**config.mk**
```make
export PLATFORM = sky130hd
export DESIGN_NAME = input_port_unit
export DESIGN_NICKNAME = d
export VERILOG_FILES = /design/src/rtl/input_port_unit_pkg.sv /design/src/rtl/noc_flit_fifo.sv /design/src/rtl/input_port_unit.sv
export SDC_FILE = /design/constraint.sdc
export NUM_CORES = 1
export LEC_CHECK = 0
export CORE_ASPECT_RATIO = 1.5
export CORE_MARGIN = 3
export CORE_UTILIZATION = 58
export DETAILED_ROUTE_END_ITERATION = 8
export GPL_ROUTABILITY_DRIVEN = 0
export PLACE_DENSITY = 0.83
export RECOVER_POWER = 100
export SYNTH_ARGS = -nofsm -noshare
export SYNTH_HDL_FRONTEND = slang
export SYNTH_SLANG_ARGS = --single-unit
```
**constraint.sdc**
```tcl
create_clock -name clk -period 3.6 [get_ports clk]
set_input_delay 0.72 -clock clk [delete_from_list [all_inputs] [get_ports clk]]
set_output_delay 0.72 -clock clk [all_outputs]
set_load 0.1 [all_outputs]
```
**src/rtl/input_port_unit_pkg.sv**
```systemverilog
// -----------------------------------------------------------------------------
// input_port_unit_pkg
// Shared NoC definitions used by the router input ports and the switch
// allocator: destination port codes, flit type codes, head-flit field
// positions and the XY route helper.
// -----------------------------------------------------------------------------
package input_port_unit_pkg;

    // Destination codes presented to the switch allocator
    localparam logic [2:0] EMPTY          = 3'd0;
    localparam logic [2:0] OUT_X1_PORT    = 3'd1;
    localparam logic [2:0] OUT_X2_PORT    = 3'd2;
    localparam logic [2:0] OUT_Y1_PORT    = 3'd3;
    localparam logic [2:0] OUT_LOCAL_PORT = 3'd4;

    // Flit type carried in the two most significant bits
    typedef enum logic [1:0] {
        FT_BODY   = 2'b00,
        FT_HEAD   = 2'b01,
        FT_TAIL   = 2'b10,
        FT_SINGLE = 2'b11
    } flit_type_e;

    // Input port route-holding state
    typedef enum logic {
        ST_IDLE   = 1'b0,
        ST_ACTIVE = 1'b1
    } ipu_state_e;

    // Field positions as offsets below FLIT_W (bit index = FLIT_W - offset)
    localparam int TYPE_HI_OFS  = 1;
    localparam int TYPE_LO_OFS  = 2;
    localparam int DST_X_HI_OFS = 3;
    localparam int DST_X_LO_OFS = 4;
    localparam int DST_Y_OFS    = 5;

    function automatic logic is_head_type(input flit_type_e t);
        return (t == FT_HEAD) || (t == FT_SINGLE);
    endfunction

    function automatic logic is_tail_type(input flit_type_e t);
        return (t == FT_TAIL) || (t == FT_SINGLE);
    endfunction

    // Dimension-ordered routing: resolve X first, then Y, else deliver locally
    function automatic logic [2:0] xy_route(input logic [1:0] dst_x,
                                            input logic       dst_y,
                                            input logic [1:0] my_x,
                                            input logic       my_y);
        logic [2:0] r;
        if (dst_x > my_x) begin
            r = OUT_X2_PORT;
        end else if (dst_x < my_x) begin
            r = OUT_X1_PORT;
        end else if (dst_y != my_y) begin
            r = OUT_Y1_PORT;
        end else begin
            r = OUT_LOCAL_PORT;
        end
        return r;
    endfunction

endpackage

```
**src/rtl/noc_flit_fifo.sv**
```systemverilog
// -----------------------------------------------------------------------------
// noc_flit_fifo
// Small circular flit buffer with read/write pointers wrapping modulo DEPTH.
// Ports:
//   clk, rst_n  clock, asynchronous active-low reset
//   wr_data     flit to store when push is high
//   push        store wr_data (caller guarantees !full)
//   pop         retire the front entry (caller guarantees !empty)
//   front       current front entry, combinational from storage
//   full/empty  occupancy flags
// -----------------------------------------------------------------------------
module noc_flit_fifo #(
    parameter int FLIT_W = 32,
    parameter int DEPTH  = 4
) (
    input  logic              clk,
    input  logic              rst_n,
    input  logic [FLIT_W-1:0] wr_data,
    input  logic              push,
    input  logic              pop,
    output logic [FLIT_W-1:0] front,
    output logic              full,
    output logic              empty
);

    localparam int PTR_W = $clog2(DEPTH);
    localparam logic [PTR_W:0] FULL_CNT = (PTR_W + 1)'(DEPTH);

    logic [FLIT_W-1:0] mem_r [DEPTH];
    logic [PTR_W-1:0]  wr_ptr_r;
    logic [PTR_W-1:0]  rd_ptr_r;
    logic [PTR_W:0]    count_r;

    // Storage, pointers and occupancy count
    always_ff @(posedge clk or negedge rst_n) begin
        if (!rst_n) begin
            for (int i = 0; i < DEPTH; i++) begin
                mem_r[i] <= '0;
            end
            wr_ptr_r <= '0;
            rd_ptr_r <= '0;
            count_r  <= '0;
        end else begin
            if (push) begin
                mem_r[wr_ptr_r] <= wr_data;
                wr_ptr_r        <= wr_ptr_r + 1'b1;
            end
            if (pop) begin
                rd_ptr_r <= rd_ptr_r + 1'b1;
            end
            case ({push, pop})
                2'b10:   count_r <= count_r + 1'b1;
                2'b01:   count_r <= count_r - 1'b1;
                default: count_r <= count_r;
            endcase
        end
    end

    assign front = mem_r[rd_ptr_r];
    assign full  = (count_r == FULL_CNT);
    assign empty = (count_r == '0);

endmodule

```
**src/rtl/input_port_unit.sv**
```systemverilog
// -----------------------------------------------------------------------------
// input_port_unit
// Router input port: buffers incoming flits, computes the XY route of each
// head flit and holds it (wormhole) until the tail flit departs.
// Ports:
//   clk, rst_n   clock, asynchronous active-low reset
//   in_flit      flit from upstream link, qualified by in_valid
//   in_busy      FIFO full; upstream holds its flit
//   port_dst     held destination code for the switch allocator
//   port_dst_en  one-cycle pulse whenever port_dst changes
//   grant        crossbar consumes the front flit this cycle
//   out_flit     FIFO front flit
//   out_valid    front flit is valid and its route is held
//   err_drop     one-cycle pulse when an orphan body/tail flit is discarded
// -----------------------------------------------------------------------------
module input_port_unit
    import input_port_unit_pkg::*;
#(
    parameter int FLIT_W  = 32,
    parameter int DEPTH   = 4,
    parameter int X_COORD = 0,
    parameter int Y_COORD = 0
) (
    input  logic              clk,
    input  logic              rst_n,
    input  logic [FLIT_W-1:0] in_flit,
    input  logic              in_valid,
    output logic              in_busy,
    output logic [2:0]        port_dst,
    output logic              port_dst_en,
    input  logic              grant,
    output logic [FLIT_W-1:0] out_flit,
    output logic              out_valid,
    output logic              err_drop
);

    localparam logic [1:0] MY_X = 2'(X_COORD);
    localparam logic       MY_Y = 1'(Y_COORD);

    logic              full_s;
    logic              empty_s;
    logic              push_s;
    logic              pop_s;
    logic [FLIT_W-1:0] front_s;
    flit_type_e        front_type_s;
    logic [2:0]        route_s;

    ipu_state_e        state_r;
    logic [2:0]        port_dst_r;
    logic              port_dst_en_r;
    logic              err_drop_r;

    // A flit offered while full is not stored, even if a pop frees a slot
    assign push_s = in_valid && !full_s;

    noc_flit_fifo #(
        .FLIT_W (FLIT_W),
        .DEPTH  (DEPTH)
    ) u_fifo (
        .clk     (clk),
        .rst_n   (rst_n),
        .wr_data (in_flit),
        .push    (push_s),
        .pop     (pop_s),
        .front   (front_s),
        .full    (full_s),
        .empty   (empty_s)
    );

    // Decode the front flit's type and its XY route
    always_comb begin
        front_type_s = flit_type_e'(front_s[FLIT_W-TYPE_HI_OFS:FLIT_W-TYPE_LO_OFS]);
        route_s      = xy_route(front_s[FLIT_W-DST_X_HI_OFS:FLIT_W-DST_X_LO_OFS],
                                front_s[FLIT_W-DST_Y_OFS], MY_X, MY_Y);
    end

    // Pop on grant while a route is held; in IDLE, discard orphan body/tail flits
    always_comb begin
        pop_s = 1'b0;
        case (state_r)
            ST_IDLE: begin
                if (!empty_s && !is_head_type(front_type_s)) begin
                    pop_s = 1'b1;
                end else begin
                    pop_s = 1'b0;
                end
            end
            ST_ACTIVE: begin
                if (grant && !empty_s) begin
                    pop_s = 1'b1;
                end else begin
                    pop_s = 1'b0;
                end
            end
            default: pop_s = 1'b0;
        endcase
    end

    // Route-holding FSM with registered destination and pulse outputs
    always_ff @(posedge clk or negedge rst_n) begin
        if (!rst_n) begin
            state_r       <= ST_IDLE;
            port_dst_r    <= EMPTY;
            port_dst_en_r <= 1'b0;
            err_drop_r    <= 1'b0;
        end else begin
            port_dst_en_r <= 1'b0;
            err_drop_r    <= 1'b0;
            case (state_r)
                ST_IDLE: begin
                    if (!empty_s) begin
                        if (is_head_type(front_type_s)) begin
                            port_dst_r    <= route_s;
                            port_dst_en_r <= 1'b1;
                            state_r       <= ST_ACTIVE;
                        end else begin
                            err_drop_r <= 1'b1;
                        end
                    end
                end
                ST_ACTIVE: begin
                    // Releasing through IDLE guarantees one EMPTY cycle between packets
                    if (pop_s && is_tail_type(front_type_s)) begin
                        port_dst_r    <= EMPTY;
                        port_dst_en_r <= 1'b1;
                        state_r       <= ST_IDLE;
                    end
                end
                default: begin
                    port_dst_r <= EMPTY;
                    state_r    <= ST_IDLE;
                end
            endcase
        end
    end

    assign in_busy     = full_s;
    assign out_flit    = front_s;
    assign out_valid   = (state_r == ST_ACTIVE) && !empty_s;
    assign port_dst    = port_dst_r;
    assign port_dst_en = port_dst_en_r;
    assign err_drop    = err_drop_r;

endmodule

```
### Word level (Yosys, flattened, before mapping)

Cells that the tools add are included.

* logic and storage cells: 72
* bits in registers: 141
* input bits: 36
* output and inout bits: 39

* reductions and logical operators: 14
* add/sub/neg operators: 4
* eq/ne operators: 9
* muxes and demuxes: 26
* bitwise logic cells: 3
* $lt $le $gt $ge: 5

Operators with widths (number)
* $bwmux 128: 1
* $mux 32: 3
* $bmux 32 s2: 1
* $demux 32 s2: 1
* $mux 3: 6
* $pmux 3 s2: 2
* $mux 1: 9
* $eq 2x2->1 const B: 3
* $ge 3x3->1 const B: 2
* $logic_and 1x1->1: 6
* $not 2->3: 2
* $pmux 1 s2: 3
* $add 2x1->2 const B: 2
* $eq 2x1->1 const B: 2
* $ne 2x2->1 const B: 2
* $add 3x1->3 const B: 1
* $eq 3x3->1 const B: 1
* $logic_not 1->1: 3
* $logic_not 3->1: 1
* $lt 3x1->1 const B: 1
* $reduce_and 3->1: 1
* $sub 3x1->3 const B: 1
* $gt 2x1->1 const B: 1
* $logic_or 1x1->1: 2
* 4 further kinds: 4

### Logic depth before layout (Yosys ltp)

Gate-level depths: netlist of the first run.

* word-level depth: 13
* depth in mapped cells: 10
* gate-level depth less buffers: 9

### By module

From an unflattened synthesis of the first run, not the netlist that was laid out.

* cell total of the unflattened synthesis: 368
* area total of the unflattened synthesis: 6304.8 µm²

Modules (own cells, without submodules)
* noc_flit_fifo: sequential area each 3378.2 µm², cells an instance 345, area an instance 6028.3 µm², times used 1
* input_port_unit: sequential area each 150.1 µm², cells an instance 23, area an instance 276.5 µm², times used 1

### Least setup slack after synthesis of the first run

No wires, ideal clock.

* path type: register to register
* start point: register u_fifo.count_r[0]
* end point: register u_fifo.count_r[2]
* stages on the path, launching flop included: 11
* data required time: 3521 ps
* setup slack: -486 ps
* library setup time: 79 ps
* arrival time: 4007 ps
* path buffers: 1
* clock period less this slack: 4086 ps
* cell sequence: dfrtp_1 -> nor3b_1 -> nor2b_1 -> buf_2 -> inv_1 -> ha_1 -> inv_1 -> fa_1 -> xor2_1 -> nor2_1 -> xor2_1

* elaborated cells on any way between the ends: 16
* those cells by class: 2 x add/sub; 3 x eq/ne; 4 x mux; 7 x reduce/logical

RTL lines
* start: declaration: RTL line noc_flit_fifo.sv:32 `logic [PTR_W:0] count_r;`
* start signal: assignment: RTL line noc_flit_fifo.sv:52 `2'b10: count_r <= count_r + 1'b1;`
* start signal: assignment: RTL line noc_flit_fifo.sv:53 `2'b01: count_r <= count_r - 1'b1;`
* start signal: assignment: RTL line noc_flit_fifo.sv:54 `default: count_r <= count_r;`
* $eq 3x3->1 *: RTL line noc_flit_fifo.sv:60 `assign full = (count_r == FULL_CNT);`
* named net in_busy: RTL line input_port_unit.sv:28 `output logic in_busy,`
* $logic_not 1->1 *: RTL line input_port_unit.sv:54 `assign push_s = in_valid && !full_s;`
* $logic_and 1x1->1 *: RTL line input_port_unit.sv:54
* $eq 2x1->1 / $eq 2x2->1 (equally long branches): RTL line noc_flit_fifo.sv:51 `case ({push, pop})`
* $pmux 3 s2 / $reduce_bool 2->1 (equally long branches)

Mark *: on every way through the listed nets, which the timed path passes. The rest lies on a longest branch.
A chain may end at the register's enable or synchronous reset.

### Final worst setup path of the first run

* start point: register u_fifo.rd_ptr_r[0]
* end point: output out_flit[4]

* longest elaborated chain between the ends: 4

Ends and longest elaborated chain
* start: declaration: RTL line noc_flit_fifo.sv:31 `logic [PTR_W-1:0] rd_ptr_r;`
* start signal: assignment: RTL line noc_flit_fifo.sv:49 `rd_ptr_r <= rd_ptr_r + 1'b1;`
* $not 2->3 (implied by the code): RTL line noc_flit_fifo.sv:59 `assign front = mem_r[rd_ptr_r];`
* $bmux 32 s2: RTL line noc_flit_fifo.sv:59
* $mux 32 (implied by the code) (2 in a row): RTL line noc_flit_fifo.sv:59
* end: declaration: RTL line input_port_unit.sv:32 `output logic [FLIT_W-1:0] out_flit,`

Every way passes these cells. The select of a mux whose other input is x is not followed.

==> results.md, run 1 <==
Hold path:
- The class of the worst hold path is flip-flop to flip-flop.
- In this run the most critical hold path is launched from u_fifo.mem_r[32].

Job:
- The reported max-cap violation count is 1.

Logic synthesis:
- The flip-flop and latch count after synthesis is 141.
- For this run, asynchronously set or reset flops after synthesis account for 100%.
- The post-synthesis instance area is 6200 µm².
- The Yosys step of the flow raised 0 warnings.
- The synthesized instance count is 375.
- The most frequent cell after synthesis is sky130_fd_sc_hd__dfrtp_1.
- The area fraction of the dominant cell type after synthesis is 56.9%.
- The share of the Yosys chip area taken by registers is 56.9%.
- Ranked by total cell area, the synthesized netlist is headed by sky130_fd_sc_hd__dfrtp_1 57%, sky130_fd_sc_hd__mux2_2 22%, sky130_fd_sc_hd__mux4_2 11%.
- The largest total area in the synthesized netlist belongs to sky130_fd_sc_hd__dfrtp_1.
- For this run, the leading register cell type out of synthesis is sky130_fd_sc_hd__dfrtp_1.
- After synthesis, the mean cell area works out to 16.5 µm².
- When the netlist entered floorplanning its net count stood at 417.
- The post-synthesis cell type count is 32.
- Ranked by instance count, the synthesized netlist is headed by 141 x sky130_fd_sc_hd__dfrtp_1, 121 x sky130_fd_sc_hd__mux2_2, 31 x sky130_fd_sc_hd__mux4_2.
- The number of synthesized flops with an enable pin is 0.

Setup path:
- The cell with the most instances on the worst path is sky130_fd_sc_hd__clkbuf_2.
- STA classifies the critical path endpoint as a primary output.
- The most critical setup path has its startpoint at u_fifo.rd_ptr_r[0].
- The launch instance of the worst register-to-register path is u_fifo.rd_ptr_r[0].
- In this run the worst path has a maximum fanout of 17.
- For this design, the slowest cell found on the critical path is sky130_fd_sc_hd__mux4_2.
- The highest cell delay on the worst timing path is 610 ps.
- The startpoint type of the worst setup path is a flip-flop.
- For the worst setup path, the data arrival time is 2320 ps.
- Walking the worst path, the cells encountered are clkbuf_2 -> mux4_2 -> clkbuf_2.
- STA puts the critical path data required time at 2880 ps.
- The critical path is of the flip-flop to primary output type.

Clock tree:
- The H-tree was split into 4 levels.
- The TritonCTS clock tree is done.
- In this run the deepest clock path goes through 2 buffers.
- After clock tree synthesis, the clock-pin slew on the worst setup and hold paths is 50 ps.
- TritonCTS created 17 clock buffers.
- The cts-stage hold buffer count is 0.
- The root buffer selected by CTS is sky130_fd_sc_hd__clkbuf_16.
- The clock latency reported for the late side of the worst-skew pair is 410 ps.
- The number of buffers inserted to repair setup after CTS is 0.
- Counting every sink on the clock net gives 141.
- The number of resized instances in the post-cts repair step is 0.

Routing:
- The number of vias per cell after detailed routing is 5.78.
- The iteration-0 DRC count of the detailed router is 196.
- Summed over all layers, the routed wires come to 11.9 mm.
- After detailed routing, the number of remaining DRC violations is 0.
- The routed layout has 3,519 vias.
- The average detailed-routed wire length per instance is 19.5 µm.
- The final antenna-violating net count is 0.
- The first detailed-routing pass ran for 4 iterations.

Die:
- The die height is 133 µm.
- For this configuration, the core starts out at a cell density of 60.2%.
- The die area is 12,000 µm².
- During I/O placement, the number of pins put on the boundary was 75.
- The site row count is 45.
- The area of the core is 10,300 µm².
- The x dimension of the die is 90.4 µm.

STA:
- Across the routed clock network, the largest skew measured is 9.18 ps.
- The final hold violation count is 0.
- The shortest period the worst path allows is 3040 ps.
- The number of slew-limit violations in the final report was 124.
- The actual slew at the worst max-slew pin is 2640 ps.
- The setup violation total in the final timing report is 0.
- Across all hold checks on the routed design, the worst slack comes to 489 ps.
- The final worst-path cycle share is 84.5%.
- The maximum clock rate is 329 MHz.
- The setup TNS after final layout is 0 ps.
- Setup repair after global routing left no endpoint under its margin.
- The worst slew margin relative to its limit is -76.0%.

Place:
- The port buffer count is 74.
- Once placement completed, the tool counted placed cells totaling 578.
- Detailed placement ended at an HPWL of 7.44 mm.

Global routing:
- The wire length of the first global-routing pass is 20.0 mm.
- The maximum number of pins on one net before global-route repair is 124.
- Global routing finished with a remaining overflow of 0.
- The via count of the first global-routing pass is 3,944.
- The overall track demand over capacity in global routing is 21.4%.
- The initial antenna violation count is 0.

Cells and area:
- The number of diodes is 0.
- The proportion of layout cells with a drive suffix above 1 is 48.5%.
- From synthesis to final layout, the design area changed by 19.9%.
- For this run, the number of standard cells in the final layout without fillers is 609.
- At the end of the flow, the number of nets in the layout was 498.
- The final-layout fill cell count is 687.

Run status:
- The flow ran to the end, but the final reports show violations.
- The checks that failed: max-capacitance violations, max-slew violations.
[state kept, by name, summed over array words and instances (netlist names)]
name,count
u_fifo.count_r,3
port_dst_en,1
port_dst,3
u_fifo.rd_ptr_r,2
state_r,1
u_fifo.mem_r,128
u_fifo.wr_ptr_r,2
err_drop,1
[kinds of logic (layout without fill, tap and decap cells)]
kind of cell	after synthesis	count (layout)	synth area share, %
simple gates	21	21	1.78
mux	162	162	35.0
xor+xnor	6	6	0.847
buf+inv	29	122	2.78
compound gates	10	10	1.39
fa+ha+maj	6	6	1.33
flops	141	141	56.9
[worst max-delay path: cells and delay by family (launching register included)]
kind                   cells  cell delay (ps)
flip-flops                 1              390
multiplexers               1              610
buffers and inverters      2              910
[through the flow]
stage / cell area (µm²) / util, % / setup slack (ps)
after detailed placement: 7020 / 68.1 / 707
after global routing: 7440 / 72.2 / 419
after CTS: 7620 / 73.9 / 760
after floorplan: 6210 / - / 560
after global placement: 7020 / 68.1 / 755
final: 7440 / 72.2 / 558
[cell usage in the layout (no fill, tap or decap), drive strengths merged, types with 2 or more instances in the layout]
master / netlist / routed
bufinv: 0 / 3
nor3: 3 / 3
a21oi: 2 / 2
ha: 5 / 5
clkdlybuf4s50: 0 / 32
dlygate4sd3: 0 / 7
mux4: 31 / 31
dfrtp: 141 / 141
clkinv: 0 / 6
o21ai: 2 / 2
xor2: 3 / 3
clkbuf: 0 / 60
mux2: 129 / 129
buf: 21 / 4
nor2b: 3 / 3
xnor2: 3 / 3
clkinvlp: 0 / 2
nor2: 3 / 3
inv: 8 / 8
nand2: 7 / 7
mux2i: 2 / 2
[layout make-up]
class,count,area (µm²),area share (%)
Tap cell,141,176,2.37
Multi-Input combinational cell,205,2490,33.5
Clock buffer,20,457,6.14
Timing Repair Buffer,83,612,8.22
Clock inverter,11,143,1.92
Sequential cell,141,3530,47.5
Inverter,8,30.0,0.404
[path summary, 6_finish.rpt]
check / endpoint / slack [ps] / cells after the start
max: out_flit[4] / 560 / 3
max reg2reg: u_fifo.count_r[2] / 870 / 8
max in group asynchronous: u_fifo.mem_r[28] / 870 / 2
min in group asynchronous: u_fifo.mem_r[112] / 1110 / 1
min reg2reg: u_fifo.mem_r[32] / 490 / 1
min: u_fifo.mem_r[32] / 490 / 1
[routing by layer]
layer,vias to the layer above,GRT usage [%],wire length [µm]
li1,1542,-,-
met1,1861,26.7,5000
met2,94,36.3,6160
met3,22,5.12,484
met4,0,8.52,240
met5,-,0,0
Power of run 1 is not shown: default switching activity piles up to over one toggle a cycle in this logic, so the estimate is an artifact.
==> run 2, diff against run 1 <==
Settings changed: CORE_UTILIZATION 58 to 50, PLACE_DENSITY 0.83 to 0.76.
Clock period 3.6 ns to 2.7 ns, I/O delays scaled along.
==> run 2 against run 1 <==
The flow still finishes with violations (max-capacitance violations, max-slew violations). Sequential cell count is the same. Hold slack worse by 29 ps. Die area is 15% higher. First-iteration DRC count fell by 43%. Via count is 1.6% lower. Clock skew is 1.4 ps lower. Highest routed layer unchanged.
==> results.md, run 2 (synthesis gave the netlist of run 1 again) <==
Clock tree:
- The cts-stage hold buffer count is 0 (unchanged).
- The count of clock tree sinks is 141 (unchanged).
- The number of CTS-inserted buffers is 17 (unchanged).
- The root buffer selected by CTS is sky130_fd_sc_hd__clkbuf_16 (unchanged).
- The clock latency reported for the late side of the worst-skew pair is 410 ps (about the same).
- The clock-pin slew on the worst setup and hold paths came to 60 ps (was 50 ps).
- The maximum level of the CTS H-tree was 4 (unchanged).
- The TritonCTS clock tree is done (unchanged).
- The worst-case clock buffer depth was 2 (unchanged).

Cells and area:
- The most common cell after layout, fill and taps aside is sky130_fd_sc_hd__dfrtp_1 (unchanged).
- The combined flip-flop and latch cell area came to 3530 µm² (unchanged).
- The final-layout fill cell count is 889 (was 687).
- The post-synthesis to final-layout area growth was 24.3% (was 19.9%).
- The number of diodes is 0 (unchanged).
- The final layout net count is 500 (was 498).
- The flip-flop count of the largest register, all copies and words added is 128 (unchanged).
- The register with the most flip-flops is u_fifo.mem_r (unchanged).
- The proportion of layout cells with a drive suffix above 1 is 50.1% (was 48.5%).
- The area occupied by multi-input gates is 2510 µm² (was 2490 µm²).
- Most used cells in the layout excluding fill and tap cells: 139 x sky130_fd_sc_hd__dfrtp_1, 118 x sky130_fd_sc_hd__mux2_2, 34 x sky130_fd_sc_hd__clkdlybuf4s50_1, 31 x sky130_fd_sc_hd__mux4_2, 28 x sky130_fd_sc_hd__buf_6 (was 139 x sky130_fd_sc_hd__dfrtp_1, 121 x sky130_fd_sc_hd__mux2_2, 35 x sky130_fd_sc_hd__clkbuf_2, 32 x sky130_fd_sc_hd__clkdlybuf4s50_1, 31 x sky130_fd_sc_hd__mux4_2).

STA:
- The clock skew is 7.77 ps (was 9.18 ps).
- The final worst-path cycle share is 94.6%.
- The setup TNS after final layout is 0 ps (unchanged).
- Unrepaired setup endpoints after global routing: false (unchanged).
- The final hold slack was 460 ps (was 489 ps).
- The final hold violation count was 0 (unchanged).
- The number of slew-limit violations in the final report is 68 (was 124).
- The actual slew at the worst max-slew pin came to 1610 ps (was 2640 ps).
- Static timing analysis puts the maximum clock frequency at 392 MHz.
- The shortest period the worst path allows is 2550 ps.
- The setup violation total in the final timing report came to 0 (unchanged).
- The worst slew margin relative to its limit is -7.27% (was -76.0%).

Global routing:
- The global-route congestion overflow total is 0 (unchanged).
- The global-route track usage on met3 is 4.46% (was 5.12%).
- The global-route track usage on met1 was 22.1% (was 26.7%).
- The initial antenna violation count is 0 (unchanged).
- The highest-utilization routing layer at the global route stage is met2 (unchanged).
- The via count of the first global-routing pass is 4,012 (was 3,944).
- The overall track demand over capacity in global routing is 19.3% (was 21.4%).
- The maximum number of pins on one net before global-route repair is 68 (was 124).
- The met2 demand-to-capacity share in global routing came to 35.9% (was 36.3%).
- The wire length of the first global-routing pass is 20.7 mm (was 20.0 mm).

Setup path:
- The data required time at the worst endpoint is 2160 ps (was 2880 ps).
- The endpoint arrival time on the critical path is 2010 ps (was 2320 ps).
- The nature of the critical path endpoint was a primary output (unchanged).
- The number of cells traversed by the worst register-to-register path is 8 (unchanged).
- The startpoint type of the worst setup path is a flip-flop (unchanged).
- The category of the most critical setup path is flip-flop to primary output (unchanged).
- The worst-path maximum fanout was 33 (was 17).

Hold path:
- The class of the worst hold path is flip-flop to flip-flop (unchanged).
- The cell depth of the worst min-delay path was 1 (unchanged).

Routing:
- The average detailed-routed wire length per instance is 19.6 µm (was 19.5 µm).
- The first-pass iteration count of the detailed router was 4 (unchanged).
- The number of remaining DRC errors is 0 (unchanged).
- The iteration-0 DRC count of the detailed router is 112 (was 196).
- The number of vias per cell after detailed routing was 5.55 (was 5.78).
- The total via count in the routed design is 3,462 (was 3,519).
- The wire length after detailed routing is 12.2 mm (was 11.9 mm).
- The final antenna-violating net count is 0 (unchanged).

Die:
- The x dimension of the die came to 96.9 µm (was 90.4 µm).
- The initial core utilization is 51.4% (was 60.2%).
- The area of the core is 12,100 µm² (was 10,300 µm²).
- The site row count is 49 (was 45).
- The die area came to 13,800 µm² (was 12,000 µm²).
- The die height is 142 µm (was 133 µm).
- The number of top-level design ports was 75 (unchanged).

Job:
- The reported max-cap violation count is 1 (unchanged).

Place:
- The HPWL reported at the end of detailed placement is 7.53 mm (was 7.44 mm).
- The port buffer count came to 74 (unchanged).

Run status:
- Outcome: complete, but fails checks (unchanged).
- Violated checks: max-capacitance violations, max-slew violations (unchanged).
[run 2: repair_timing]
| action | 4_1_cts | 5_1_grt |
|---|---|---|
| gates cloned | 0 | 0 |
| gates resized for setup | 1 | 2 |
| setup endpoints to repair | 30 | 23 |
| pin swaps | 0 | 0 |
| setup buffers | 0 | 0 |
[run 2: final timing paths]
check	from	to	slack, ps
hold reg to reg	state_r	err_drop	460
setup reg to reg	u_fifo.rd_ptr_r[0]	u_fifo.count_r[2]	210
hold / removal	state_r	err_drop	460
setup / recovery	u_fifo.rd_ptr_r[1]	out_flit[31]	150
max in group asynchronous	rst_n	port_dst[1]	590
min in group asynchronous	rst_n	u_fifo.count_r[1]	530
[run 2: critical path: stages, from the launching register on]
cell	delay [ps]
sky130_fd_sc_hd__dfrtp_2	360
sky130_fd_sc_hd__buf_4	460
sky130_fd_sc_hd__mux2_1	410
sky130_fd_sc_hd__nor2_1	120
sky130_fd_sc_hd__a21oi_2	50
sky130_fd_sc_hd__buf_6	200
[run 2: final cells by class]
| cell class | instances | share of cell area (%) |
|---|---|---|
| timing repair buffer | 85 | 10.5 |
| clock inverter | 15 | 2.76 |
| sequential | 141 | 45.8 |
| tap | 153 | 2.48 |
| multi-input combinational | 205 | 32.6 |
| clock buffer | 17 | 5.52 |
| inverter | 8 | 0.389 |
[run 2: metrics by stage]
step / instances / utilization (%) / instance area (µm²) / worst slack, ps
after detailed placement: 592 / 61.6 / 7440 / 164
after global routing: 624 / 63.8 / 7710 / 26.9
after floorplan: 375 / - / 6220 / -41.3
after CTS: 624 / 67.0 / 8090 / 21.4
final: 624 / 63.8 / 7710 / 146
after global placement: 592 / 61.6 / 7440 / 236
[run 2: per-layer routing]
layer	vias up	routed length, µm
li1	1550	-
met1	1835	4700
met2	66	6960
met3	11	435
met4	0	104
met5	-	0
Power of run 2 is left out for the same reason.
==> run 3, diff against run 2 <==
Settings changed: CORE_UTILIZATION 50 to 52, CTS_BUF_LIST from default to sky130_fd_sc_hd__clkbuf_8, PLACE_DENSITY 0.76 to 0.78.
==> run 3 against run 2 <==
The flow still finishes with violations (max-capacitance violations, max-slew violations). Worst setup slack lost 34 ps. Via count is 0.52% higher. Final area fell by 1.8%. Cell count is 0.80% lower. Critical path depth fell by 2. Non-clock buffer count decreased by 2. Sequential cell count stayed put. Sequential share of layout area increased by 0.86 points. Hold slack improved by 7.8 ps. Core utilization rose by 1.5 points.
==> results.md, run 3 (synthesis gave the netlist of run 1 again) <==
Run status:
- Violated checks: max-capacitance violations, max-slew violations (unchanged).
- Outcome: complete, but fails checks (unchanged).

Global routing:
- The overall track demand over capacity in global routing is 19.8% (was 19.3%).
- The wire length of the first global-routing pass came to 19.8 mm (was 20.7 mm).
- The initial antenna violation count is 0 (unchanged).
- The via count of the first global-routing pass came to 3,893 (was 4,012).
- The global-route congestion overflow total is 0 (unchanged).
- The maximum number of pins on one net before global-route repair is 64 (was 68).

Routing:
- The wire length after detailed routing is 11.8 mm (was 12.2 mm).
- The total via count in the routed design was 3,480 (was 3,462).
- The iteration-0 DRC count of the detailed router is 125 (was 112).
- The average detailed-routed wire length per instance is 19.1 µm (was 19.6 µm).
- The first-pass iteration count of the detailed router came to 4 (unchanged).
- The number of remaining DRC errors was 0 (unchanged).
- The number of vias per cell after detailed routing was 5.62 (was 5.55).
- The final antenna-violating net count is 0 (unchanged).

Die:
- The die height is 140 µm (was 142 µm).
- The site row count was 48 (was 49).
- The area of the core is 11,600 µm² (was 12,100 µm²).
- The number of top-level design ports is 75 (unchanged).
- The initial core utilization came to 53.5% (was 51.4%).
- The die area is 13,300 µm² (was 13,800 µm²).
- The x dimension of the die came to 95.2 µm (was 96.9 µm).

STA:
- The least setup slack across all paths after layout is 112 ps (was 146 ps).
- The actual slew at the worst max-slew pin was 2050 ps (was 1610 ps).
- Unrepaired setup endpoints after global routing: false (unchanged).
- The setup violation total in the final timing report is 0 (unchanged).
- The maximum clock rate was 386 MHz (was 392 MHz).
- The worst slew margin relative to its limit came to -36.5% (was -7.27%).
- The setup TNS after final layout came to 0 ps (unchanged).
- The number of slew-limit violations in the final report is 45 (was 68).
- The final worst-path cycle share is 95.8% (was 94.6%).
- The shortest period the worst path allows is 2590 ps (was 2550 ps).
- The final hold violation count came to 0 (unchanged).
- The clock skew is 7.34 ps (was 7.77 ps).

Clock tree:
- The clock latency reported for the late side of the worst-skew pair is 440 ps (was 410 ps).
- The maximum level of the CTS H-tree was 4 (unchanged).
- The count of clock tree sinks is 141 (unchanged).
- The clock-pin slew on the worst setup and hold paths was 70 ps (was 60 ps).
- The TritonCTS clock tree is done (unchanged).
- The root buffer selected by CTS is sky130_fd_sc_hd__clkbuf_8 (was sky130_fd_sc_hd__clkbuf_16).
- The cts-stage hold buffer count was 0 (unchanged).
- The worst-case clock buffer depth is 2 (unchanged).
- The number of CTS-inserted buffers is 17 (unchanged).

Hold path:
- The class of the worst hold path is flip-flop to flip-flop (unchanged).

Place:
- The HPWL reported at the end of detailed placement is 7.64 mm (was 7.53 mm).
- The number of instances in the placed design is 587 (was 592).
- The placement-stage worst setup slack is 130 ps (was 164 ps).
- The port buffer count is 74 (unchanged).

Setup path:
- The worst-path maximum fanout is 36 (was 33).
- The data required time at the worst endpoint is 2160 ps (about the same).
- The endpoint arrival time on the critical path came to 2050 ps (was 2010 ps).
- The nature of the critical path endpoint is a primary output (unchanged).
- The category of the most critical setup path was flip-flop to primary output (unchanged).
- The startpoint type of the worst setup path was a flip-flop (unchanged).

Cells and area:
- The most common cell after layout, fill and taps aside is sky130_fd_sc_hd__dfrtp_1 (unchanged).
- The utilization after layout is 65.3% (was 63.8%).
- The post-route non-filler standard cell count is 619 (was 624).
- The proportion of layout cells with a drive suffix above 1 is 50.1% (about the same).
- The post-synthesis to final-layout area growth was 22.0% (was 24.3%).
- The final layout net count is 498 (was 500).
- The number of diodes was 0 (unchanged).
- Most used cells in the layout excluding fill and tap cells: 139 x sky130_fd_sc_hd__dfrtp_1, 119 x sky130_fd_sc_hd__mux2_2, 34 x sky130_fd_sc_hd__clkdlybuf4s50_1, 31 x sky130_fd_sc_hd__mux4_2, 21 x sky130_fd_sc_hd__clkbuf_8 (was 139 x sky130_fd_sc_hd__dfrtp_1, 118 x sky130_fd_sc_hd__mux2_2, 34 x sky130_fd_sc_hd__clkdlybuf4s50_1, 31 x sky130_fd_sc_hd__mux4_2, 28 x sky130_fd_sc_hd__buf_6).
- The register with the most flip-flops is u_fifo.mem_r (unchanged).
- The flip-flop count of the largest register, all copies and words added is 128 (unchanged).

Job:
- The reported max-cap violation count came to 1 (unchanged).
## run 3: changes by cell type in the layout (fill, tap and decap cells not counted), sizes merged
cell | previous run | this run
buf | 33 | 35
bufinv | 4 | 3
clkbuf | 35 | 34
clkdlybuf4s25 | 0 | 1
clkinv | 2 | 4
clkinvlp | 5 | 3
inv | 12 | 9
## run 3: what timing repair did
item,in CTS,in global routing
pin swaps,0,0
setup endpoints to repair,30,1
resized for setup,2,1
buffers inserted,0,0
## run 3: metrics by stage
| step | hold WS (ps) | instance area [µm²] |
|---|---|---|
| global placement | 440 | 7450 |
| global route | 470 | 7570 |
| detailed placement | 447 | 7450 |
| CTS | 0.954 | 7890 |
| finish | 468 | 7570 |
| floorplan | 244 | 6220 |
## run 3: final timing paths
kind	from	end	slack [ps]	depth (start not counted)
worst max-delay path	u_fifo.rd_ptr_r[0]	out_flit[27]	110	3
worst min-delay path	state_r	err_drop	470	1
worst max register to register	u_fifo.rd_ptr_r[0]	u_fifo.count_r[2]	200	8
worst min register to register	state_r	err_drop	470	1
max in group asynchronous	rst_n	u_fifo.rd_ptr_r[0]	420	2
min in group asynchronous	rst_n	u_fifo.count_r[2]	870	1
## run 3: layout make-up
type / count / area (µm²)
flip-flops and latches: 141 / 3530
well taps: 150 / 188
multi-input cells: 205 / 2520
fillers: 823 / 4020
clock buffers: 21 / 289
inverters: 8 / 30.0
repair buffers: 83 / 875
clock inverters: 11 / 140
## run 3: routing by layer
| layer | share of wire (%) | global-route usage, % | vias up |
|---|---|---|---|
| met2 | 55 | 33.9 | 77 |
| met4 | 1.6 | 6.39 | 0 |
| met1 | 40 | 24.4 | 1843 |
| met3 | 4.0 | 4.65 | 19 |
| li1 | - | - | 1541 |
| met5 | 0 | 0 | - |
## run 3: critical path, cell delays in order, from the launching register on
cell and delay, ps:
sky130_fd_sc_hd__dfrtp_2 390, sky130_fd_sc_hd__buf_8 360, sky130_fd_sc_hd__mux4_2 640, sky130_fd_sc_hd__buf_12 200
Power of run 3 is left out for the same reason.
